`src/rtl/sr_pkg.sv`:
```
// Shared types and helpers for the SR flip-flop command driver.
package sr_pkg;

    // Driver FSM states.
    typedef enum logic [1:0] {
        S_IDLE  = 2'd0,
        S_PULSE = 2'd1,
        S_WAIT  = 2'd2,
        S_GAP   = 2'd3
    } state_e;

    // Command encoding as {s, r}; the two bits are never both set.
    localparam logic [1:0] CMD_NONE = 2'b00;
    localparam logic [1:0] CMD_SET  = 2'b10;
    localparam logic [1:0] CMD_RST  = 2'b01;

    // Pulse command that drives the flop toward the given level.
    function automatic logic [1:0] cmd_for(input logic level);
        return level ? CMD_SET : CMD_RST;
    endfunction

    // Counter width: wide enough for any of the timing/retry values minus one.
    function automatic int cnt_width(input int gap, input int fb_lat, input int max_retry);
        int m;
        m = gap;
        if (fb_lat > m) m = fb_lat;
        if (max_retry + 1 > m) m = max_retry + 1;
        return (m <= 2) ? 1 : $clog2(m);
    endfunction

endpackage

```
`src/rtl/sr_dcnt.sv`:
```
// Loadable down-counter with zero flag; times both the WAIT and GAP phases.
module sr_dcnt #(
    parameter int W = 2
) (
    input  logic         clk,
    input  logic         rst_n,
    input  logic         load_i,
    input  logic [W-1:0] load_val_i,
    input  logic         dec_i,
    output logic         zero_o
);

    logic [W-1:0] cnt_q;
    logic [W-1:0] cnt_d;

    // Load wins over decrement; decrement saturates at zero.
    always_comb begin
        cnt_d = cnt_q;
        if (load_i) begin
            cnt_d = load_val_i;
        end else if (dec_i && (cnt_q != '0)) begin
            cnt_d = cnt_q - W'(1);
        end
    end

    // Count register with synchronous active-low reset.
    always_ff @(posedge clk) begin
        if (!rst_n) begin
            cnt_q <= '0;
        end else begin
            cnt_q <= cnt_d;
        end
    end

    assign zero_o = (cnt_q == '0);

endmodule

```
`src/rtl/sr_drive.sv`:
```
// Command-side SR flop driver: encodes requested levels into single-cycle
// set/reset pulses, confirms them via q feedback, retries on mismatch and
// keeps a shadow of the last confirmed level. All outputs are registered.
module sr_drive
    import sr_pkg::*;
#(
    parameter int GAP       = 2,
    parameter int FB_LAT    = 1,
    parameter int MAX_RETRY = 3
) (
    input  logic clk,
    input  logic rst_n,
    input  logic req_valid,
    input  logic req_level,
    output logic req_ready,
    output logic s,
    output logic r,
    input  logic q_fb,
    output logic shadow_q,
    output logic busy,
    output logic done,
    output logic err
);

    localparam int CW = cnt_width(GAP, FB_LAT, MAX_RETRY);
    typedef logic [CW-1:0] cnt_t;

    // Phase counter holds "cycles remaining minus one", so zero marks the last cycle.
    localparam cnt_t WAIT_LOAD   = cnt_t'(FB_LAT - 1);
    localparam cnt_t GAP_LOAD    = cnt_t'(GAP - 1);
    localparam cnt_t RETRY_LIMIT = cnt_t'(MAX_RETRY);

    state_e     state_q, state_d;
    state_e     exit_q, exit_d;
    logic       target_q, target_d;
    cnt_t       retry_q, retry_d;
    logic [1:0] cmd_q, cmd_d;
    logic       done_q, done_d;
    logic       err_q, err_d;
    logic       shadow_lvl_q, shadow_d;
    logic       ready_q;
    logic       busy_q;

    logic       cnt_load;
    cnt_t       cnt_load_val;
    logic       cnt_dec;
    logic       cnt_zero;

    sr_dcnt #(
        .W (CW)
    ) u_dcnt (
        .clk        (clk),
        .rst_n      (rst_n),
        .load_i     (cnt_load),
        .load_val_i (cnt_load_val),
        .dec_i      (cnt_dec),
        .zero_o     (cnt_zero)
    );

    // Next-state and next-output logic; pulses are launched on entry to PULSE.
    always_comb begin
        state_d      = state_q;
        exit_d       = exit_q;
        target_d     = target_q;
        retry_d      = retry_q;
        cmd_d        = CMD_NONE;
        done_d       = 1'b0;
        err_d        = err_q;
        shadow_d     = shadow_lvl_q;
        cnt_load     = 1'b0;
        cnt_load_val = '0;
        cnt_dec      = 1'b0;

        case (state_q)
            S_IDLE: begin
                if (req_valid && ready_q) begin
                    target_d = req_level;
                    err_d    = 1'b0;
                    retry_d  = '0;
                    // Already at the requested level and confirmed: complete without a pulse.
                    if ((req_level == shadow_lvl_q) && (q_fb == req_level)) begin
                        done_d = 1'b1;
                    end else begin
                        state_d = S_PULSE;
                        cmd_d   = cmd_for(req_level);
                    end
                end
            end
            S_PULSE: begin
                state_d      = S_WAIT;
                cnt_load     = 1'b1;
                cnt_load_val = WAIT_LOAD;
            end
            S_WAIT: begin
                if (cnt_zero) begin
                    state_d      = S_GAP;
                    cnt_load     = 1'b1;
                    cnt_load_val = GAP_LOAD;
                    if (q_fb == target_q) begin
                        shadow_d = target_q;
                        done_d   = 1'b1;
                        exit_d   = S_IDLE;
                    end else if (retry_q < RETRY_LIMIT) begin
                        retry_d = retry_q + cnt_t'(1);
                        exit_d  = S_PULSE;
                    end else begin
                        // Out of attempts: report and record what the flop actually holds.
                        err_d    = 1'b1;
                        done_d   = 1'b1;
                        shadow_d = q_fb;
                        exit_d   = S_IDLE;
                    end
                end else begin
                    cnt_dec = 1'b1;
                end
            end
            S_GAP: begin
                if (cnt_zero) begin
                    state_d = exit_q;
                    if (exit_q == S_PULSE) begin
                        cmd_d = cmd_for(target_q);
                    end
                end else begin
                    cnt_dec = 1'b1;
                end
            end
            default: begin
                state_d = S_IDLE;
            end
        endcase
    end

    // State and registered outputs; reset truncates any pulse in flight.
    always_ff @(posedge clk) begin
        if (!rst_n) begin
            state_q      <= S_IDLE;
            exit_q       <= S_IDLE;
            target_q     <= 1'b0;
            retry_q      <= '0;
            cmd_q        <= CMD_NONE;
            done_q       <= 1'b0;
            err_q        <= 1'b0;
            shadow_lvl_q <= 1'b0;
            ready_q      <= 1'b0;
            busy_q       <= 1'b0;
        end else begin
            state_q      <= state_d;
            exit_q       <= exit_d;
            target_q     <= target_d;
            retry_q      <= retry_d;
            cmd_q        <= cmd_d;
            done_q       <= done_d;
            err_q        <= err_d;
            shadow_lvl_q <= shadow_d;
            ready_q      <= (state_d == S_IDLE);
            busy_q       <= (state_d != S_IDLE);
        end
    end

    assign s         = cmd_q[1];
    assign r         = cmd_q[0];
    assign req_ready = ready_q;
    assign busy      = busy_q;
    assign done      = done_q;
    assign err       = err_q;
    assign shadow_q  = shadow_lvl_q;

endmodule

```
`config.mk`:
```
export PLATFORM = sky130hd
export DESIGN_NAME = sr_drive
export DESIGN_NICKNAME = d
export VERILOG_FILES = /design/src/rtl/sr_pkg.sv /design/src/rtl/sr_dcnt.sv /design/src/rtl/sr_drive.sv
export SDC_FILE = /design/constraint.sdc
export NUM_CORES = 1
export LEC_CHECK = 0
export ABC_CLOCK_PERIOD_IN_PS = 1500
export CAP_MARGIN = 20
export CORE_ASPECT_RATIO = 0.8
export CORE_MARGIN = 1
export CORE_UTILIZATION = 47
export CTS_CLUSTER_DIAMETER = 150
export DETAILED_ROUTE_END_ITERATION = 8
export GPL_ROUTABILITY_DRIVEN = 1
export HOLD_SLACK_MARGIN = 0.15
export PLACE_DENSITY = 0.75
export SYNTH_ARGS = -nofsm -noshare
export SYNTH_HDL_FRONTEND = slang
export SYNTH_SLANG_ARGS = --single-unit
```
`constraint.sdc`:
```
create_clock -name clk -period 1.5 [get_ports clk]
set_input_delay 0.3 -clock clk [delete_from_list [all_inputs] [get_ports clk]]
set_output_delay 0.3 -clock clk [all_outputs]
set_load 0.01 [all_outputs]
```
== Word-level counts from Yosys, hierarchy flattened ==
Cells that the tools add are included.

* Bits in registers: 16
* Bits of input ports: 5
* Output and inout port bits: 7

* $add $sub $neg: 2
* $lt $le $gt $ge: 1
* Eq/ne operators: 13
* Multiplexer cells: 40
* Reduce and logical (&&, ||, !) cells: 16

{| class="wikitable"
|+ Operators by type and width
! cell !! count
|-
| $mux W2 || 16
|-
| $mux W1 || 18
|-
| $ne A2 B2 Y1 const B || 6
|-
| $reduce_and A5 Y1 || 2
|-
| $pmux W2 S2 || 2
|-
| $pmux W2 S4 || 1
|-
| $reduce_bool A2 Y1 || 4
|-
| $logic_not A2 Y1 || 3
|-
| $pmux W1 S2 || 3
|-
| $eq A2 B1 Y1 const B || 2
|-
| $eq A2 B2 Y1 const B || 2
|-
| $reduce_and A2 Y1 || 2
|-
| $eq A1 B1 Y1 || 3
|-
| $logic_and A1 B1 Y1 || 3
|-
| $reduce_and A3 Y1 || 1
|-
| $add A2 B1 Y2 const B || 1
|-
| $lt A2 B2 Y1 const B || 1
|-
| $reduce_or A2 Y1 || 1
|-
| $sub A2 B1 Y2 const B || 1
|}

== Logic depth before layout (Yosys ltp) ==
* Depth after elaboration: 6
* Depth in mapped cells: 8

== By module ==
A second synthesis with hierarchy kept.

* Cell total of the unflattened synthesis: 99
* Area, all modules: 879.6 µm²

{| class="wikitable"
|+ Modules (own cells, without submodules)
! module !! times used !! cells each !! area an instance (µm²) !! seq. area each (µm²)
|-
| sr_drive || 1 || 85 || 757.0 || 260.2
|-
| sr_dcnt || 1 || 14 || 122.6 || 40.0
|}

== Worst setup path after synthesis ==
No wires, ideal clock.

* Path type: register to register
* Start: register state_q[0]
* End: register err_q (netlist: err)
* Setup time: 117 ps
* Arrival: 1357 ps
* Required time: 1383 ps
* Path slack: 27 ps
* Cell stages (with the launch flop): 8
* Buffers on the path: 1
* Period minus slack after synthesis: 1473 ps
* Path through: dfxtp_1 -> inv_1 -> ha_1 -> buf_2 -> nand2b_1 -> a221o_1 -> nand3_1 -> o21ai_1

{| class="wikitable"
|+ RTL lines
! item !! line !! source
|-
| start, declared || sr_drive.sv:33 || <nowiki>state_e state_q, state_d;</nowiki>
|-
| start signal, assigned || sr_drive.sv:147 || <nowiki>state_q <= state_d;</nowiki>
|-
| $eq A2 B2 Y1 or $logic_not A2 Y1 (tied branches) || sr_drive.sv:74 || <nowiki>case (state_q)</nowiki>
|-
| $pmux W1 S2 * || sr_drive.sv:74 ||
|-
| via err_d || sr_drive.sv:39 || <nowiki>logic err_q, err_d;</nowiki>
|-
| end signal, assigned || sr_drive.sv:153 || <nowiki>err_q <= err_d;</nowiki>
|-
| end, declared || sr_drive.sv:39 ||
|}

Mark *: on every way through the listed nets, which the timed path passes. The rest lies on a longest branch.
A chain may end at the register's enable or synchronous reset.

== Worst setup path in the final report ==
* Start: input q_fb
* End: register err_q (netlist: err)

* Word-level cells in the longest chain between the ends: 3

{| class="wikitable"
|+ RTL lines
! item !! line !! source
|-
| start, declared || sr_drive.sv:18 || <nowiki>input logic q_fb,</nowiki>
|-
| $eq A1 B1 Y1 || sr_drive.sv:99 || <nowiki>if (q_fb == target_q) begin</nowiki>
|-
| $ne A2 B2 Y1 (no source line) || n/a ||
|-
| $reduce_and A5 Y1 (no source line) || n/a ||
|}

No other way between the ends.

==> metrics.md <==
| Metric | Value |
|---|---|
| Status | finished, final reports clean |
| Leading cell types in the layout, fill and taps excluded | buf_4, dfxtp_1, nand2_1, clkdlybuf4s50_1 |
| Setup violations, final | 0 |
| Worst Path Required | about 1.7 ns |
| H-Tree Depth | 1 |
| Gp weighted congestion | 0.899 |
| Number of vias per cell | around 5.6 |
| First-pass GRT wire length | 3190 µm |
| Post-Synth Simple-Gate Area | 0.218 |
| Worst-path fanout max | 4 |
| Die area | ~2000 µm² |
| ANT cells | 0 |
| CTS Buffer Depth | 2 |
| DRT Wirelength | 1950 µm |
| Root Driver | clkbuf_4 |
| Largest family of logic cells by synthesized area | compound AO/OA/AOI/OAI gates |
| Clk sinks | 15 |
| Die height | between 40 and 50 µm |
| Crit path kind | primary input to register |
| Yosys warnings | 0 |
| Area delta synth->final | 36.8% |
| Core area | between 1500 and 2000 µm² |
| Post-route ant nets | 0 |
| Relative slew slack | 0.779 |
| Multi-input logic area | around 540 µm² |
| Worst reg2reg setup slack | around 0.070 ns |
| Inserted Clock Buffers | 3 |
| Fmax | just under 700 MHz |
| Clock Skew | 0.00181 ns |
| Io pins | 12 |
| Sequential share of the synthesized area | 0.349 |
| Remaining Overflow, GRT | 0 |
| P_leak | 0.533 nW |
| Peak supply drop | 0.000945 V |
| Clk slew on worst S/H paths | ~0.08 ns |
| Vias in the first global route | 765 |
| Post-Synth Adder-Cell Area | 0.116 |
| Largest net degree at the start of global routing | 11 |
| Skew-Pair Late Insertion Delay | ~0.29 ns |
| Power Dens Cells | around 1200 nW/µm² |
| Max Cap Viol | 0 |
| Final core occ | 0.702 |
| Starting density of the core | 0.513 |
| Hold WC Path Type | register to register |
| DP HPWL | 1530 µm |
| Compound-Gate Fraction of Synth Area | 0.224 |
| Initial antenna violation count | 0 |
| Critical Path End Type | register |
| Proportion of layout cells with a drive suffix above 1 | 0.268 |
| GRT Util Overall | 0.227 |
| Mux contribution to synthesized area | 0.0349 |
| Most common cell after layout, fill and taps aside | buf_4 |
| Crit start category | primary input |
| Period utilization | 0.974 |
| Fin. Hold Viols | 0 |
| PortBufs | 11 |
| Initial drt markers | 14 |
| Max Slew Vio Count | 0 |
| Drc violations | 0 |
| Min Hold Slack | between 0.4 and 0.5 ns |
| Data arrival, critical path | 1.65 ns |
| Die Wd | about 50 µm |
| FF+latch count, synth | 15 |
| Post-Synthesis Cells | 98 |
| Hold_buf cts | 0 |
| Pre-Repair DR Iteration Count | 4 |
| Row cnt | 13 |
| Syn_area_per_cell | about 8.8 µm² |
| Syn nets | between 100 and 150 |
| Cell area after synthesis | about 860 µm² |
| Worst slew pin tran | 0.329 ns |
| Final #Nets | about 140 |
| Fill cell count | 130 |
| RSZ-0062 raised after global routing | true |
| Reg area | between 300 and 400 µm² |
| Yosys cell types | 37 |
| CTS tree | built |
| Vias | roughly 840 |
| Minimum clock period | 1.46 ns |
| Routed length per placed instance | about 13 µm |
| Synth Area in XOR/XNOR | 0 |
[critical path: stages]
cell and delay (ns):
clkdlybuf4s50_1 0.48, ha_1 0.35, a221o_1 0.37, nand3_1 0.08, o21ai_1 0.06
[registers in the layout (all words and copies together), names as in the netlist]
| signal | cells |
|---|---|
| busy | 1 |
| cmd_q | 2 |
| done | 1 |
| err | 1 |
| exit_q | 1 |
| req_ready | 1 |
| retry_q | 2 |
| shadow_q | 1 |
| state_q | 2 |
| target_q | 1 |
| u_dcnt.cnt_q | 2 |
[metrics by stage]
| stage | TNS (ns) | worst slack [ns] | instances | total power [W] | cell area, µm² |
|---|---|---|---|---|---|
| 2_1_floorplan | 0 | 0.0266 | 98 | 0.000909 | 860 |
| 3_3_place_gp | -1.35 | -0.224 | 145 | 0.00117 | 1110 |
| 3_5_place_dp | -1.83 | -0.247 | 145 | 0.00119 | 1110 |
| 4_1_cts | 0 | 0.0273 | 149 | 0.00142 | 1140 |
| 5_1_grt | -0.0141 | -0.0132 | 149 | 0.00154 | 1180 |
| 6_report | 0 | 0.0394 | 149 | 0.00144 | 1180 |
[synthesized netlist by cell type]
| master | n | area [µm²] |
|---|---|---|
| dfxtp_1 | 15 | 300 |
| nand2_1 | 11 | 41.3 |
| ha_1 | 8 | 100 |
| inv_1 | 6 | 22.5 |
| o21ai_0 | 5 | 25.0 |
| a21oi_1 | 4 | 20.0 |
| nand3_1 | 4 | 20.0 |
| nor2_1 | 4 | 15.0 |
| buf_2 | 3 | 15.0 |
| mux2i_1 | 3 | 30.0 |
| o21ai_1 | 3 | 15.0 |
| o22ai_1 | 3 | 18.8 |
| nand2b_1 | 2 | 12.5 |
| nand3b_1 | 2 | 15.0 |
| nor2b_1 | 2 | 12.5 |
| nor3_1 | 2 | 10.0 |
| a211o_1 | 1 | 8.76 |
| a211oi_1 | 1 | 7.51 |
| a21boi_0 | 1 | 7.51 |
| a221o_1 | 1 | 10.0 |
| and2_1 | 1 | 6.26 |
| and3_1 | 1 | 6.26 |
| and3b_1 | 1 | 8.76 |
| buf_4 | 1 | 7.51 |
| clkbuf_1 | 1 | 3.75 |
| nand3_2 | 1 | 10.0 |
| nor3_2 | 1 | 10.0 |
| nor3b_1 | 1 | 7.51 |
| nor3b_2 | 1 | 12.5 |
| o2111a_1 | 1 | 11.3 |
| o211a_1 | 1 | 10.0 |
| o21a_1 | 1 | 7.51 |
| o21bai_1 | 1 | 7.51 |
| o221a_2 | 1 | 11.3 |
| o311a_1 | 1 | 10.0 |
| o31ai_2 | 1 | 12.5 |
| o32a_1 | 1 | 10.0 |
[path summary, 6_finish.rpt]
kind | from | to | cells past startpoint
setup / recovery | q_fb | err | 5
hold / removal | err | err | 2
setup reg to reg | state_q[1] | retry_q[0] | 6
hold reg to reg | err | err | 2
[final cells by class]
type / instances / area share
clock buffers: 4 / 0.0223
flip-flops and latches: 15 / 0.259
repair buffers: 30 / 0.215
multi-input cells: 72 / 0.462
inverters: 6 / 0.0191
well taps: 22 / 0.0234
[per-layer routing]
metal | vias up | GRT usage | part of all wire
met1 | 386 | 0.240 | 0.45
met3 | 10 | 0.0795 | 0.051
li1 | 409 | - | -
met2 | 30 | 0.419 | 0.47
met4 | 0 | 0.114 | 0.032
met5 | - | 0 | 0
[kinds of logic after synthesis]
group                    after synthesis
AO/OA/AOI/OAI                         27
adder cells (fa/ha/maj)                8
buffers and inverters                 11
flip-flops                            15
multiplexers                           3
AND/OR/NAND/NOR                       34
[where the power goes]
group | internal, W | switching, W
registers | 0.000462 | 0.0000512
clock network | 0.000104 | 0.000125
logic | 0.000361 | 0.000337
total | 0.000926 | 0.000513
[what timing repair did]
item	in CTS	in global routing
endpoints found under the setup margin	8	9
gates resized for setup	5	8
buffers inserted	0	0
(Power assumes the default switching activity.)
